<file path="config.mk">
export PLATFORM = sky130hd
export DESIGN_NAME = mult_issue_unit_flat
export DESIGN_NICKNAME = d
export VERILOG_FILES = /design/src/rtl/mult_issue_pkg.sv /design/src/rtl/mult_issue_unit_if.sv /design/src/rtl/mult_issue_fifo.sv /design/src/rtl/mult_issue_unit.sv /design/src/flat_wrapper.sv
export SDC_FILE = /design/constraint.sdc
export NUM_CORES = 1
export LEC_CHECK = 0
export CORE_MARGIN = 2
export CORE_UTILIZATION = 48
export DETAILED_ROUTE_END_ITERATION = 10
export GPL_TIMING_DRIVEN = 1
export PLACE_DENSITY = 0.8
export SLEW_MARGIN = 20
export SYNTH_ARGS = -nofsm -noshare
export SYNTH_HDL_FRONTEND = slang
export SYNTH_HIERARCHICAL = 1
export SYNTH_SLANG_ARGS = --single-unit
</file>
<file path="constraint.sdc">
create_clock -name clk -period 6.1 [get_ports clk]
set_input_delay 1.22 -clock clk [delete_from_list [all_inputs] [get_ports clk]]
set_output_delay 1.22 -clock clk [all_outputs]
set_load 0.005 [all_outputs]
</file>
<file path="src/rtl/mult_issue_pkg.sv">
// Shared constants and types for the RV32M multiply issue unit.
package mult_issue_pkg;

  localparam logic [2:0] F3_MUL    = 3'b000;
  localparam logic [2:0] F3_MULH   = 3'b001;
  localparam logic [2:0] F3_MULHSU = 3'b010;
  localparam logic [2:0] F3_MULHU  = 3'b011;

  typedef enum logic [1:0] {
    OP_MUL    = 2'b00,
    OP_MULH   = 2'b01,
    OP_MULHSU = 2'b10,
    OP_MULHU  = 2'b11
  } op_sel_e;

  typedef enum logic [1:0] {
    S_IDLE  = 2'b00,
    S_ISSUE = 2'b01,
    S_WAIT  = 2'b10
  } state_e;

  typedef struct packed {
    logic [2:0]  funct3;
    logic [31:0] rs1;
    logic [31:0] rs2;
    logic [4:0]  rd;
  } req_entry_t;

  function automatic logic f3_legal(input logic [2:0] f3);
    return (f3[2] == 1'b0);
  endfunction

  function automatic op_sel_e f3_to_op(input logic [2:0] f3);
    case (f3)
      F3_MUL:    return OP_MUL;
      F3_MULH:   return OP_MULH;
      F3_MULHSU: return OP_MULHSU;
      F3_MULHU:  return OP_MULHU;
      default:   return OP_MUL;
    endcase
  endfunction

endpackage

</file>
<file path="src/rtl/mult_issue_unit_if.sv">
// Request, multiplier and writeback signals of mult_issue_unit.
// slave: the issue unit's view; master: the surrounding pipeline/multiplier.
interface mult_issue_unit_if;
  logic        req_valid_i;
  logic        req_ready_o;
  logic [2:0]  req_funct3_i;
  logic [31:0] req_rs1_i;
  logic [31:0] req_rs2_i;
  logic [4:0]  req_rd_i;

  logic        mul_valid_o;
  logic        mul_ready_i;
  logic [31:0] mul_a_o;
  logic [31:0] mul_b_o;
  logic [1:0]  mul_op_o;

  logic        mul_res_valid_i;
  logic [31:0] mul_res_i;
  logic        mul_res_ready_o;

  logic        wb_valid_o;
  logic        wb_ready_i;
  logic [4:0]  wb_rd_o;
  logic [31:0] wb_data_o;
  logic        wb_err_o;

  modport slave (
    input  req_valid_i, req_funct3_i, req_rs1_i, req_rs2_i, req_rd_i,
    output req_ready_o,
    output mul_valid_o, mul_a_o, mul_b_o, mul_op_o,
    input  mul_ready_i,
    input  mul_res_valid_i, mul_res_i,
    output mul_res_ready_o,
    output wb_valid_o, wb_rd_o, wb_data_o, wb_err_o,
    input  wb_ready_i
  );

  modport master (
    output req_valid_i, req_funct3_i, req_rs1_i, req_rs2_i, req_rd_i,
    input  req_ready_o,
    input  mul_valid_o, mul_a_o, mul_b_o, mul_op_o,
    output mul_ready_i,
    output mul_res_valid_i, mul_res_i,
    input  mul_res_ready_o,
    input  wb_valid_o, wb_rd_o, wb_data_o, wb_err_o,
    output wb_ready_i
  );
endinterface

</file>
<file path="src/rtl/mult_issue_fifo.sv">
// DEPTH-entry in-order request queue (DEPTH a power of two, >= 2).
module mult_issue_fifo
  import mult_issue_pkg::*;
#(
  parameter int unsigned DEPTH = 2
) (
  input  logic       clk,
  input  logic       rst,
  input  logic       push_valid,
  output logic       push_ready,
  input  req_entry_t push_data,
  output logic       pop_valid,
  input  logic       pop_ready,
  output req_entry_t pop_data,
  output logic       full,
  output logic       empty
);

  localparam int unsigned AW = $clog2(DEPTH);

  req_entry_t  mem [DEPTH];
  logic [AW:0] wr_ptr;
  logic [AW:0] rd_ptr;
  logic        push_fire;
  logic        pop_fire;

  // Extra pointer bit separates full from empty when the indices match.
  assign full       = (wr_ptr[AW] != rd_ptr[AW]) && (wr_ptr[AW-1:0] == rd_ptr[AW-1:0]);
  assign empty      = (wr_ptr == rd_ptr);
  assign push_ready = !full;
  assign pop_valid  = !empty;
  assign pop_data   = mem[rd_ptr[AW-1:0]];
  assign push_fire  = push_valid && push_ready;
  assign pop_fire   = pop_valid && pop_ready;

  always_ff @(posedge clk) begin
    if (rst) begin
      wr_ptr <= '0;
      rd_ptr <= '0;
    end else begin
      if (push_fire) wr_ptr <= wr_ptr + (AW+1)'(1);
      if (pop_fire)  rd_ptr <= rd_ptr + (AW+1)'(1);
    end
  end

  always_ff @(posedge clk) begin
    if (push_fire) mem[wr_ptr[AW-1:0]] <= push_data;
  end

endmodule

</file>
<file path="src/rtl/mult_issue_unit.sv">
// Queues RV32M multiply requests, issues them one at a time to an external
// multiplier and returns results in order. Option: MULT_ISSUE_ZERO_BYPASS_EN.
module mult_issue_unit
  import mult_issue_pkg::*;
#(
  parameter int unsigned DEPTH = 2
) (
  input logic              clk,
  input logic              rst,
  mult_issue_unit_if.slave bus
);

`ifdef MULT_ISSUE_ZERO_BYPASS_EN
  localparam bit ZERO_BYPASS = 1'b1;
`else
  localparam bit ZERO_BYPASS = 1'b0;
`endif

  function automatic logic needs_mul(input req_entry_t e);
    return f3_legal(e.funct3) && !(ZERO_BYPASS && ((e.rs1 == '0) || (e.rs2 == '0)));
  endfunction

  state_e      state;
  state_e      state_nxt;
  req_entry_t  req_entry;
  req_entry_t  head;
  logic        head_valid;
  logic        fifo_push_ready;
  logic        fifo_full;
  logic        fifo_empty;
  logic        req_fire;
  logic        pop;
  logic        bypass_fire;
  logic        res_fire;
  logic        wb_fire;
  logic [4:0]  rd_q;
  logic        res_valid;
  logic        res_err;
  logic [4:0]  res_rd;
  logic [31:0] res_data;

  assign req_entry = '{funct3: bus.req_funct3_i, rs1: bus.req_rs1_i,
                       rs2: bus.req_rs2_i, rd: bus.req_rd_i};
  assign req_fire        = bus.req_valid_i && fifo_push_ready;
  assign bus.req_ready_o = !fifo_full;

  mult_issue_fifo #(.DEPTH(DEPTH)) u_fifo (
    .clk        (clk),
    .rst        (rst),
    .push_valid (bus.req_valid_i),
    .push_ready (fifo_push_ready),
    .push_data  (req_entry),
    .pop_valid  (head_valid),
    .pop_ready  (pop),
    .pop_data   (head),
    .full       (fifo_full),
    .empty      (fifo_empty)
  );

  always_ff @(posedge clk) begin
    if (rst) state <= S_IDLE;
    else     state <= state_nxt;
  end

  always_comb begin
    state_nxt = state;
    case (state)
      S_IDLE: begin
        if (!res_valid) begin
          if (head_valid) begin
            if (needs_mul(head)) state_nxt = S_ISSUE;
          // Empty queue: the request being accepted becomes the head next
          // cycle, so moving now gives single-cycle accept-to-issue.
          end else if (fifo_empty && req_fire && needs_mul(req_entry)) begin
            state_nxt = S_ISSUE;
          end
        end
      end
      S_ISSUE: if (bus.mul_ready_i) state_nxt = S_WAIT;
      S_WAIT:  if (bus.mul_res_valid_i && !res_valid) state_nxt = S_IDLE;
      default: state_nxt = S_IDLE;
    endcase
  end

  always_comb begin
    bus.mul_valid_o     = 1'b0;
    bus.mul_a_o         = '0;
    bus.mul_b_o         = '0;
    bus.mul_op_o        = '0;
    bus.mul_res_ready_o = 1'b0;
    pop                 = 1'b0;
    bypass_fire         = 1'b0;
    case (state)
      S_IDLE: begin
        if (head_valid && !res_valid && !needs_mul(head)) begin
          pop         = 1'b1;
          bypass_fire = 1'b1;
        end
      end
      S_ISSUE: begin
        bus.mul_valid_o = 1'b1;
        bus.mul_a_o     = head.rs1;
        bus.mul_b_o     = head.rs2;
        bus.mul_op_o    = f3_to_op(head.funct3);
        pop             = bus.mul_ready_i;
      end
      S_WAIT:  bus.mul_res_ready_o = !res_valid;
      default: ;
    endcase
  end

  assign res_fire = bus.mul_res_valid_i && bus.mul_res_ready_o;
  assign wb_fire  = res_valid && bus.wb_ready_i;

  always_ff @(posedge clk) begin
    if (rst) begin
      rd_q      <= '0;
      res_valid <= 1'b0;
      res_err   <= 1'b0;
      res_rd    <= '0;
      res_data  <= '0;
    end else begin
      if ((state == S_ISSUE) && bus.mul_ready_i) rd_q <= head.rd;
      if (bypass_fire) begin
        res_valid <= 1'b1;
        res_rd    <= head.rd;
        res_data  <= '0;
        res_err   <= !f3_legal(head.funct3);
      end else if (res_fire) begin
        res_valid <= 1'b1;
        res_rd    <= rd_q;
        res_data  <= bus.mul_res_i;
        res_err   <= 1'b0;
      end else if (wb_fire) begin
        res_valid <= 1'b0;
        res_rd    <= '0;
        res_data  <= '0;
        res_err   <= 1'b0;
      end
    end
  end

  assign bus.wb_valid_o = res_valid;
  assign bus.wb_rd_o    = res_rd;
  assign bus.wb_data_o  = res_data;
  assign bus.wb_err_o   = res_err;

endmodule

</file>
<file path="src/flat_wrapper.sv">
// flat-port wrapper written by rule: the top's interface ports become plain ports
module mult_issue_unit_flat import mult_issue_pkg::*;
#(
  parameter int unsigned DEPTH = 2
)
  (clk, rst, bus_req_valid_i, bus_req_funct3_i, bus_req_rs1_i, bus_req_rs2_i, bus_req_rd_i, bus_req_ready_o, bus_mul_valid_o, bus_mul_a_o, bus_mul_b_o, bus_mul_op_o, bus_mul_ready_i, bus_mul_res_valid_i, bus_mul_res_i, bus_mul_res_ready_o, bus_wb_valid_o, bus_wb_rd_o, bus_wb_data_o, bus_wb_err_o, bus_wb_ready_i);
  mult_issue_unit_if bus_i ();
  input logic clk;
  input logic rst;
  input wire logic [$bits(bus_i.req_valid_i)-1:0] bus_req_valid_i;
  input wire logic [$bits(bus_i.req_funct3_i)-1:0] bus_req_funct3_i;
  input wire logic [$bits(bus_i.req_rs1_i)-1:0] bus_req_rs1_i;
  input wire logic [$bits(bus_i.req_rs2_i)-1:0] bus_req_rs2_i;
  input wire logic [$bits(bus_i.req_rd_i)-1:0] bus_req_rd_i;
  output wire logic [$bits(bus_i.req_ready_o)-1:0] bus_req_ready_o;
  output wire logic [$bits(bus_i.mul_valid_o)-1:0] bus_mul_valid_o;
  output wire logic [$bits(bus_i.mul_a_o)-1:0] bus_mul_a_o;
  output wire logic [$bits(bus_i.mul_b_o)-1:0] bus_mul_b_o;
  output wire logic [$bits(bus_i.mul_op_o)-1:0] bus_mul_op_o;
  input wire logic [$bits(bus_i.mul_ready_i)-1:0] bus_mul_ready_i;
  input wire logic [$bits(bus_i.mul_res_valid_i)-1:0] bus_mul_res_valid_i;
  input wire logic [$bits(bus_i.mul_res_i)-1:0] bus_mul_res_i;
  output wire logic [$bits(bus_i.mul_res_ready_o)-1:0] bus_mul_res_ready_o;
  output wire logic [$bits(bus_i.wb_valid_o)-1:0] bus_wb_valid_o;
  output wire logic [$bits(bus_i.wb_rd_o)-1:0] bus_wb_rd_o;
  output wire logic [$bits(bus_i.wb_data_o)-1:0] bus_wb_data_o;
  output wire logic [$bits(bus_i.wb_err_o)-1:0] bus_wb_err_o;
  input wire logic [$bits(bus_i.wb_ready_i)-1:0] bus_wb_ready_i;
  assign bus_i.req_valid_i = bus_req_valid_i;
  assign bus_i.req_funct3_i = bus_req_funct3_i;
  assign bus_i.req_rs1_i = bus_req_rs1_i;
  assign bus_i.req_rs2_i = bus_req_rs2_i;
  assign bus_i.req_rd_i = bus_req_rd_i;
  assign bus_req_ready_o = bus_i.req_ready_o;
  assign bus_mul_valid_o = bus_i.mul_valid_o;
  assign bus_mul_a_o = bus_i.mul_a_o;
  assign bus_mul_b_o = bus_i.mul_b_o;
  assign bus_mul_op_o = bus_i.mul_op_o;
  assign bus_i.mul_ready_i = bus_mul_ready_i;
  assign bus_i.mul_res_valid_i = bus_mul_res_valid_i;
  assign bus_i.mul_res_i = bus_mul_res_i;
  assign bus_mul_res_ready_o = bus_i.mul_res_ready_o;
  assign bus_wb_valid_o = bus_i.wb_valid_o;
  assign bus_wb_rd_o = bus_i.wb_rd_o;
  assign bus_wb_data_o = bus_i.wb_data_o;
  assign bus_wb_err_o = bus_i.wb_err_o;
  assign bus_i.wb_ready_i = bus_wb_ready_i;
  mult_issue_unit #(.DEPTH(DEPTH)) u_core (.clk(clk), .rst(rst), .bus(bus_i));
endmodule
</file>
Word-level counts from Yosys, hierarchy flattened
Memory sizes are Yosys's and may differ from the RTL's. A register that Yosys moved wholly into a read port is not among the register bits.
Index checks and enable logic that the tools add are counted.

operators by class
  bitwise operators = 1
  equal/unequal tests = 13
  add/sub/neg operators = 2
  muxes and demuxes = 30
  reduce and logical (&&, ||, !) cells = 19

operator list
  cell                                                   number
  two-way mux 32 bit                                     4
  two-way mux 5 bit                                      3
  two-way mux 2 bit                                      7
  two-way mux 1 bit                                      13
  case mux 2 bit (3 select lines)                        2
  logical AND 1 bit                                      11
  equality test 3 x 2 -> 1 bit, second input constant    2
  inequality test 3 bit, second input constant           2
  AND reduction 5 bit                                    1
  adder 2 x 1 -> 2 bit, second input constant            2
  inequality test 2 bit, second input constant           2
  equality test 3 x 1 -> 1 bit, second input constant    1
  logical NOT 1 bit                                      3
  nonzero test 3 bit                                     1
  equality test 2 x 1 -> 1 bit, second input constant    1
  equality test 2 bit                                    1
  equality test 2 bit, second input constant             1
  logical NOT 2 bit                                      1
  inequality test 2 x 1 -> 1 bit, second input constant  1
  case mux 1 bit (2 select lines)                        1
  nonzero test 2 bit                                     1
  OR reduction 2 bit                                     1
  equality test 1 bit                                    1
  inequality test 1 bit                                  1
  inverter 1 bit                                         1

word-level totals
  register bits = 50
  word-level logic and storage cells = 74
  memory bits (writable) = 144
  memories = 1

memory list
  name               words  width  read ports  clocked after Yosys merged registers in  write ports  line                   RTL
  u_core.u_fifo.mem  2      72     1           1                                        1            mult_issue_fifo.sv:21  req_entry_t mem [DEPTH];

Logic depth before layout (Yosys ltp)
Gate-level depths: netlist of the first run.

  depth after elaboration = 10
  gate-level depth with buffers = 8

Hierarchy
The synthesis of the first run kept the hierarchy.

modules (own cells, without submodules)
  module           sequential area each (µm²)  area an instance (µm²)  instances  cells each
  mult_issue_fifo  4424.2                      5466.5                  1          259
  mult_issue_unit  920.9                       2278.4                  1          296

Worst setup path after synthesis of the first run
Ideal clock, no wire load.

  path type = input port to flip-flop
  from = input port bus_req_valid_i
  to = memory u_core/u_fifo/mem[1][0] in the netlist's numbering, enable pin
  data required time = 5574 ps
  cell stages on the path = 2
  path buffers = 0
  library setup time = 526 ps
  arrival time = 4810 ps
  slack = 765 ps
  cell sequence = nand2_1 a21oi_1

between the ends
  word-level cells in the longest chain between the ends = 3

ends and longest elaborated chain
  what                                     line                   RTL
  start: declaration                       flat_wrapper.sv:10     input wire logic [$bits(bus_i.req_valid_i)-1:0] bus_req_valid_i;
  logical AND 1 bit                        mult_issue_fifo.sv:33  assign push_fire = push_valid && push_ready;
  two-way mux 1 bit                        mult_issue_fifo.sv:47  if (push_fire) mem[wr_ptr[AW-1:0]] <= push_data;
  two-way mux 1 bit (not written as such)  mult_issue_fifo.sv:47
  end: declaration                         mult_issue_fifo.sv:21

No other way between the ends.

Worst setup path after layout of the first run
  from = register u_core.state[0]
  to = output port bus_mul_op_o[1]

between the ends
  word-level cells in the longest chain between the ends = 2

ends and longest elaborated chain
  what                          line                   RTL
  start: declaration            mult_issue_unit.sv:23  state_e state;
  start signal: assignment      mult_issue_unit.sv:62  else state <= state_nxt;
  equality test 2 x 1 -> 1 bit  mult_issue_unit.sv:93  case (state)
  two-way mux 2 bit             mult_issue_unit.sv:93
  end: declaration              flat_wrapper.sv:19     output wire logic [$bits(bus_i.mul_op_o)-1:0] bus_mul_op_o;

No other way between the ends.

==> results.tsv, run 1 <==
stage	metric	value	unit
status	status	completed	
worst_setup_path	Data arrival, critical path	2660	ps
synth	FFs w/ async S/R, synth	0	
synth	Ys Warns	6	
floorplan	Core Area	15800	µm²
synth	synth top area cells	edfxtp_1 (56%), dfxtp_1 (13%), mux2_2 (10%), and2_1 (5.2%), nand3_1 (2.8%)	
worst_setup_path	CP max FO	57	
place	PortBufs	217	
layout	Multi-input gate area	2230	µm²
drt	via/cell ratio	5.18	
cts	CTS sink cnt	195	
global_route	maximum number of pins on one net before global-route repair	73	
synth	Synth Register Bits	195	
cts	later-pin clock latency in the skew report	420	ps
global_route	antenna violations before repair	0	
synth	synth unique cells	38	
cts	clock root buffer master	clkbuf_16	
floorplan	Ports	218	
power	Worst VDD drop	0.208	mV
worst_setup_path	CP Data Required Time	4880	ps
synth	Post-synth EDFFs	144	
sta	Slew Limit Fails	0	
cts	CTS tree	yes	
cts	CTS H-tree depth	4	
floorplan	chip height	131	µm
sta	RSZ-0062 raised after global routing	no	
layout	layout cell share with drive strength beyond 1	0.148	
drt	DRT iter0 DRCs	414	
synth	syn_nets	665	
synth	Seq/Total Area, Yosys	0.690	
hold_path	Hold Crit Class	reg2reg	
power	P_leak	0.00355	µW
global_route	vias in the first global route	5192	
drt	Routed WL	16800	µm
drt	first-pass iteration count of the detailed router	4	
cts	CTS buffer count	17	
place	routability congestion estimate	0.743	
sta	setup TNS	0	ps
cts	postcts setup bufs	0	
drt	Routed wire per std cell	17.0	µm
floorplan	row cnt	46	
sta	highest clock rate	258	MHz
floorplan	Initial Util	0.489	
synth	mean post-synth cell area	14.0	µm²
sta	slew margin rel.	0.294	
sta	min cycle time layout	3880	ps
cts	Hold-fix buffers, CTS	0	
cts	post_cts resized	0	
sta	slew at the pin with the worst max-slew slack	1060	ps
sta	final setup margin	2220	ps
global_route	first-pass GRT wire length	25600	µm
drt	remaining antenna violation count	0	
sta	final worst-path cycle share	0.635	
worst_setup_path	critical path class	reg2out	
global_route	global route total overflow	0	
run	Max Cap Viol	0	
sta	Final Setup Violations	0	
layout	ant diodes	0	
sta	Hold Vio Cnt, Final	0	
drt	Via Count	5122	
cts	CTS clk-pin slew, worst paths	60	ps
synth	cell count after synthesis	555	
worst_setup_path	Critical Path End Type	primary output	
synth	Most used DFF post-synth	edfxtp_1	
synth	Synth area leader	edfxtp_1	
sta	hold_ws	467	ps
power	Power Dens Cells	356	nW/µm²
worst_setup_path	Startpoint Class	flop	
layout	Filler cells	1126	
place	pre-CTS setup slack	2660	ps
global_route	Tot GR Track Use	0.196	
layout	Area Growth Syn to Fin	37.7	%
floorplan	die width	131	µm
drt	# DRC	0	
layout	Final nets	869	
worst_setup_path	flop-to-flop setup slack	3530	ps
cts	clock buffer depth	2	
synth	Synth top area share	0.558	
synth	synthesized cell area	7740	µm²
layout	register area	5350	µm²
sta	clock skew	4.43	ps
place	post-DP HPWL	11200	µm
floorplan	Die Area	17200	µm²
==> layout by cell type, fill, tap and decap left out, drive strengths merged, types with 2 or more instances in the layout <==
| cell | count |
|---|---|
| bufinv | 3 |
| buf | 4 |
| clkinvlp | 4 |
| o21bai | 2 |
| a311oi | 9 |
| nor2 | 4 |
| inv | 8 |
| edfxtp | 144 |
| nor3 | 7 |
| mux2i | 2 |
| clkinv | 5 |
| nand2b | 2 |
| xnor2 | 2 |
| clkbuf | 18 |
| and2 | 64 |
| mux2 | 72 |
| a21oi | 43 |
| clkdlybuf4s50 | 217 |
| and3b | 2 |
| nand3 | 44 |
| dfxtp | 51 |
| nand2 | 51 |
==> sequential cells by signal, summed over array words and instances, names as in the netlist, named ones only <==
| register | flops |
|---|---|
| u_core/u_fifo/mem | 144 |
| u_core/bus.wb_data_o | 32 |
| u_core/bus.wb_rd_o | 5 |
| u_core/rd_q | 5 |
| u_core/state | 2 |
| u_core/u_fifo/rd_ptr | 2 |
| u_core/u_fifo/wr_ptr | 2 |
| u_core/bus.wb_err_o | 1 |
| u_core/bus.wb_valid_o | 1 |
==> Yosys cell counts (2+ instances only) <==
master,count
nand3_1,44
a21oi_1,43
mux2_2,72
and3b_1,2
buf_4,3
nor3_1,7
a311oi_1,8
inv_1,6
nand2_1,51
mux2i_1,2
buf_2,17
buf_6,3
dfxtp_1,51
nand2b_1,2
and2_1,64
clkbuf_1,12
edfxtp_1,144
nor2_1,4
==> cells by family after synthesis <==
| logic type | after synthesis | synth area share |
|---|---|---|
| compound gates | 59 | 0.0470 |
| xor+xnor | 3 | 0.00436 |
| buf+inv | 42 | 0.0275 |
| flops | 195 | 0.690 |
| mux | 74 | 0.107 |
| simple gates | 182 | 0.124 |
==> worst paths after layout <==
check,from,cells after the start,to
worst max register to register,flop,6,u_core/u_fifo/rd_ptr[0]
worst max-delay path,u_core/state[0],4,bus_mul_op_o[1]
worst min-delay path,u_core/rd_q[2],2,u_core/rd_q[2]
worst min register to register,u_core/rd_q[2],2,u_core/rd_q[2]
==> worst max-delay path: stages, from the launching register on <==
cell and delay [ps]:
dfxtp_1 530, nor2b_4 460, buf_4 460, and3b_1 240, clkdlybuf4s50_1 510
==> final cells by class <==
| type | count | share of cell area |
|---|---|---|
| Sequential cell | 195 | 0.502 |
| Inverter | 6 | 0.00211 |
| Tap cell | 216 | 0.0253 |
| Clock buffer | 18 | 0.0402 |
| Multi-Input combinational cell | 318 | 0.209 |
| Clock inverter | 14 | 0.0151 |
| Timing Repair Buffer | 221 | 0.206 |
==> per-stage QoR <==
step | cell area [µm²] | util | cells | total power, µW
2_1_floorplan | 7740 | - | 555 | 2240
3_3_place_gp | 10100 | 0.636 | 956 | 2700
3_5_place_dp | 10100 | 0.637 | 956 | 2730
4_1_cts | 10700 | 0.674 | 988 | 3840
5_1_grt | 10700 | 0.674 | 988 | 3980
6_report | 10700 | 0.674 | 988 | 3800
==> per-layer routing <==
metal,part of all wire,wire length [µm],up-vias,global-route usage
li1,-,-,2419,-
met5,0,0,-,0
met2,0.50,8400,203,0.336
met3,0.088,1470,20,0.0656
met4,0.015,244,0,0.0657
met1,0.40,6690,2480,0.234
==> power breakdown <==
group | switching, µW | leakage (µW) | internal, µW
clock | 466 | 0.000279 | 643
combinational | 404 | 0.00151 | 570
sequential | 128 | 0.00176 | 1590
total | 998 | 0.00355 | 2800
Note: power is estimated with default switching activity, not from simulation.
==> inputs of run 2 (changes only) <==
==> constraint.sdc (replaced) <==
create_clock -name clk -period 3.9 [get_ports clk]
set_input_delay 0.78 -clock clk [delete_from_list [all_inputs] [get_ports clk]]
set_output_delay 0.78 -clock clk [all_outputs]
set_load 0.005 [all_outputs]
==> results.tsv, run 2 (synthesized netlist as in run 1, its figures left out) <==
stage	metric	value	unit
status	status	completed	
hold_path	Hold Crit Class	reg2reg	
global_route	vias in the first global route	5017	
floorplan	Ports	218	
worst_setup_path	worst r2r path cells	6	
global_route	global route total overflow	0	
sta	Slew Limit Fails	0	
sta	min cycle time layout	3290	ps
layout	Filler cells	1089	
sta	Hold Vio Cnt, Final	0	
worst_setup_path	critical path class	reg2out	
layout	most frequent cells in the layout	clkdlybuf4s50_1 (217), edfxtp_1 (144), mux2_2 (72)	
floorplan	Core Area	15800	µm²
layout	final cell count without fillers	991	
drt	Routed wire per std cell	17.2	µm
cts	Hold-fix buffers, CTS	0	
worst_setup_path	Crit path largest cell delay	630	ps
cts	postcts setup bufs	0	
layout	fin area	10700	µm²
drt	via/cell ratio	5.16	
cts	CTS clk-pin slew, worst paths	70	ps
global_route	maximum number of pins on one net before global-route repair	68	
sta	final worst-path cycle share	0.845	
power	Worst VDD drop	0.361	mV
cts	post_cts resized	0	
worst_setup_path	Data arrival, critical path	2510	ps
floorplan	die width	131	µm
drt	# DRC	0	
cts	CTS tree	yes	
drt	DRT iter0 DRCs	388	
worst_setup_path	Critical Path End Type	primary output	
layout	Area Growth Syn to Fin	38.6	%
worst_setup_path	Slowest cell on crit path	nor2b_4	
sta	clock skew	8.66	ps
cts	later-pin clock latency in the skew report	420	ps
layout	layout cell share with drive strength beyond 1	0.151	
layout	most common cell after layout, fill and taps aside	clkdlybuf4s50_1	
floorplan	chip height	131	µm
cts	CTS buffer count	17	
place	# placed instances	958	
worst_setup_path	CP max FO	42	
drt	Via Count	5114	
power	total power	5970	µW
layout	max reg flops	144	
worst_setup_path	Critical Path Source	u_core/state[0]	
sta	slew at the pin with the worst max-slew slack	757	ps
power	Power Dens Cells	556	nW/µm²
cts	clock buffer depth	2	
sta	Final Setup Violations	0	
worst_setup_path	CP Data Required Time	3120	ps
drt	remaining antenna violation count	0	
global_route	antenna violations before repair	0	
hold_path	Worst Hold Depth	2	
layout	Final nets	871	
global_route	Tot GR Track Use	0.197	
sta	hold_ws	461	ps
sta	highest clock rate	303	MHz
global_route	first-pass GRT wire length	25800	µm
place	PortBufs	217	
worst_setup_path	crit-path cells	nor2b_4, buf_12, and2_1, clkdlybuf4s50_1	
floorplan	Initial Util	0.489	
hold_path	hold path start	u_core/rd_q[0]	
cts	clock root buffer master	clkbuf_16	
power	P_leak	0.00357	µW
sta	setup TNS	0	ps
cts	CTS sink cnt	195	
worst_setup_path	reg2reg end	u_core/u_fifo/rd_ptr[1]	
place	placed inst area	10100	µm²
sta	slew margin rel.	0.494	
place	routability congestion estimate	0.828	
floorplan	Die Area	17200	µm²
sta	RSZ-0062 raised after global routing	no	
floorplan	row cnt	46	
drt	first-pass iteration count of the detailed router	4	
worst_setup_path	flop-to-flop setup slack	1650	ps
worst_setup_path	Startpoint Class	flop	
run	Max Cap Viol	0	
hold_path	hold endpoint	u_core/rd_q[0]	
cts	CTS H-tree depth	4	
place	post-DP HPWL	11500	µm
drt	Routed WL	17000	µm
## run 2: cell count changes in the layout (fill, tap and decap cells not counted)
cell and change:
clkinv_1 -1, buf_12 +4, diode_2 +1, inv_8 -1, clkinvlp_4 +2, buf_4 -2
## run 2: critical path, delay by kind of cell (launching register included)
| kind | cells | cell delay (ps) |
|---|---|---|
| buffers and inverters | 2 | 770 |
| DFF | 1 | 510 |
| and+or+nand+nor | 2 | 800 |
## run 2: layer usage
metal  global-route usage  vias to the layer above  routed length, µm
met3               0.0774                       14               1620
met1                0.237                     2464               6830
met4               0.0407                        0                118
met2                0.336                      202               8480
met5                    0                        -                  0
li1                     -                     2434                  -
## run 2: where the power goes
part / switching [µW] / total [µW] / internal, µW
Clock: 724 / 1730 / 1000
Sequential: 161 / 2640 / 2480
Combinational: 680 / 1600 / 924
Total: 1570 / 5970 / 4410
## run 2: worst max path at each step
| stage | end | slack (ps) | depth (start not counted) |
|---|---|---|---|
| floorplan | u_core/u_fifo/mem[1][0] | 630 | 2 |
| global placement | bus_mul_b_o[27] | 1080 | 4 |
| detailed placement | bus_mul_b_o[14] | 980 | 4 |
| CTS | bus_mul_b_o[14] | 520 | 4 |
| global route | bus_mul_b_o[14] | 380 | 4 |
| finish | bus_mul_b_o[27] | 610 | 4 |
## run 2: layout make-up
class / instances / area [µm²] / area share
well taps: 216 / 270 / 0.0252
clock inverters: 14 / 161 / 0.0150
diodes: 1 / 2.50 / 0.000233
repair buffers: 223 / 2270 / 0.211
flip-flops and latches: 195 / 5350 / 0.498
clock buffers: 18 / 429 / 0.0400
multi-input cells: 318 / 2230 / 0.208
inverters: 6 / 22.5 / 0.00210
## run 2: through the flow
stage | util | worst slack (ps)
finish | 0.678 | 605
global route | 0.678 | 382
CTS | 0.678 | 516
detailed placement | 0.641 | 983
global placement | 0.640 | 1080
floorplan | - | 627
==> inputs of run 3 (changes only) <==
--- a/config.mk
+++ b/config.mk
@@ -6,10 +6,10 @@
 export NUM_CORES = 1
 export LEC_CHECK = 0
 export CORE_MARGIN = 2
-export CORE_UTILIZATION = 48
+export CORE_UTILIZATION = 43
 export DETAILED_ROUTE_END_ITERATION = 10
 export GPL_TIMING_DRIVEN = 1
-export PLACE_DENSITY = 0.8
+export PLACE_DENSITY = 0.76
 export SLEW_MARGIN = 20
 export SYNTH_ARGS = -nofsm -noshare
 export SYNTH_HDL_FRONTEND = slang
==> constraint.sdc (replaced) <==
create_clock -name clk -period 2.75 [get_ports clk]
set_input_delay 0.55 -clock clk [delete_from_list [all_inputs] [get_ports clk]]
set_output_delay 0.55 -clock clk [all_outputs]
set_load 0.005 [all_outputs]
==> results.tsv, run 3 (synthesized netlist as in run 1, its figures left out) <==
stage	metric	value	unit
worst_setup_path	CP Data Required Time	2200	ps
hold_path	Hold Crit Class	reg2reg	
sta	setup TNS	0	ps
worst_setup_path	CP max FO	13	
cts	CTS clk-pin slew, worst paths	70	ps
cts	CTS sink cnt	195	
layout	most frequent cells in the layout	clkdlybuf4s50_1 (217), edfxtp_1 (144), mux2_2 (72)	
worst_setup_path	Data arrival, critical path	2100	ps
worst_setup_path	reg-to-reg startpoint	u_core/u_fifo/rd_ptr[1]	
global_route	antenna violations before repair	0	
floorplan	Die Area	19100	µm²
sta	clock skew	9.94	ps
place	PortBufs	217	
sta	Hold Vio Cnt, Final	0	
cts	CTS H-tree depth	4	
layout	layout cell share with drive strength beyond 1	0.164	
layout	Final nets	882	
floorplan	Ports	218	
status	status	completed	
hold_path	hold path start	u_core/rd_q[0]	
drt	remaining antenna violation count	0	
global_route	first-pass GRT wire length	27100	µm
cts	CTS tree	yes	
sta	slew margin rel.	0.476	
cts	clock buffer depth	2	
cts	clock root buffer master	clkbuf_16	
floorplan	chip height	138	µm
global_route	Tot GR Track Use	0.177	
layout	Area Growth Syn to Fin	40.2	%
run	Max Cap Viol	0	
sta	RSZ-0062 raised after global routing	no	
global_route	vias in the first global route	5330	
layout	Multi-input gate area	2230	µm²
layout	Filler cells	1370	
sta	slew at the pin with the worst max-slew slack	784	ps
sta	Slew Limit Fails	0	
worst_setup_path	Startpoint Class	flop	
layout	most common cell after layout, fill and taps aside	clkdlybuf4s50_1	
layout	register area	5350	µm²
worst_setup_path	Critical Path End Type	primary output	
power	P_leak	0.00366	µW
floorplan	row cnt	49	
drt	DRT iter0 DRCs	273	
floorplan	Initial Util	0.434	
drt	first-pass iteration count of the detailed router	4	
floorplan	die width	138	µm
drt	# DRC	0	
cts	CTS buffer count	17	
worst_setup_path	critical path class	reg2out	
sta	final worst-path cycle share	0.962	
floorplan	Core Area	17800	µm²
place	post-DP HPWL	11700	µm
drt	Via Count	5209	
sta	min cycle time layout	2650	ps
drt	Routed WL	17000	µm
layout	ant diodes	0	
drt	via/cell ratio	5.14	
power	Worst VDD drop	0.472	mV
cts	later-pin clock latency in the skew report	420	ps
sta	hold_ws	458	ps
sta	Final Setup Violations	0	
power	Power Dens Cells	786	nW/µm²
global_route	global route total overflow	0	
global_route	maximum number of pins on one net before global-route repair	47	
place	routability congestion estimate	0.775	
layout	max reg flops	144	
drt	Routed wire per std cell	16.8	µm
sta	highest clock rate	378	MHz
[run 3: per-layer routing]
layer	part of all wire	GRT usage	wire, µm	vias up
met2	0.49	0.297	8340	182
met4	0.022	0.0596	378	0
li1	-	-	-	2459
met5	0	0	0	-
met3	0.060	0.0558	1030	30
met1	0.43	0.218	7300	2538
[run 3: path summary, 6_finish.rpt]
| path | end | cells after the start | slack [ps] |
|---|---|---|---|
| max | bus_mul_a_o[11] | 4 | 100 |
| min | u_core/rd_q[0] | 2 | 460 |
| max reg2reg | flop | 7 | 650 |
| min reg2reg | u_core/rd_q[0] | 2 | 460 |
[run 3: where the power goes]
| group | total (µW) | switching, µW | leakage, µW | internal (µW) |
|---|---|---|---|---|
| sequential | 3690 | 175 | 0.00176 | 3510 |
| clock | 2440 | 1060 | 0.000304 | 1380 |
| combinational | 2410 | 1040 | 0.00160 | 1370 |
[run 3: critical path, stage by stage (launching register included)]
cell and delay (ps):
dfxtp_4 490, buf_4 250, mux2_2 340, and2_1 140, clkdlybuf4s50_1 460
[run 3: cell type report]
cell class,instances,share of cell area
sequential,195,0.493
tap,229,0.0264
clock buffer,20,0.0441
multi-input combinational,318,0.205
timing repair buffer,234,0.219
inverter,6,0.00207
clock inverter,12,0.0109
[run 3: timing repair]
action / CTS / global route
gates resized for setup: 1 / 0
hold buffers: 0 / 0
buffers inserted: 1 / 0
setup endpoints to repair: 15 / 0
[run 3: stage by stage]
stage | cells | worst slack (ps) | instance area (µm²) | util | power (µW)
after floorplan | 555 | 185 | 7760 | - | 4970
after global placement | 981 | 451 | 10300 | 0.575 | 6100
after detailed placement | 981 | 412 | 10300 | 0.575 | 6170
after CTS | 1014 | 59.5 | 10900 | 0.609 | 8630
after global routing | 1014 | 4.00 | 10900 | 0.609 | 8930
final | 1014 | 105 | 10900 | 0.609 | 8530
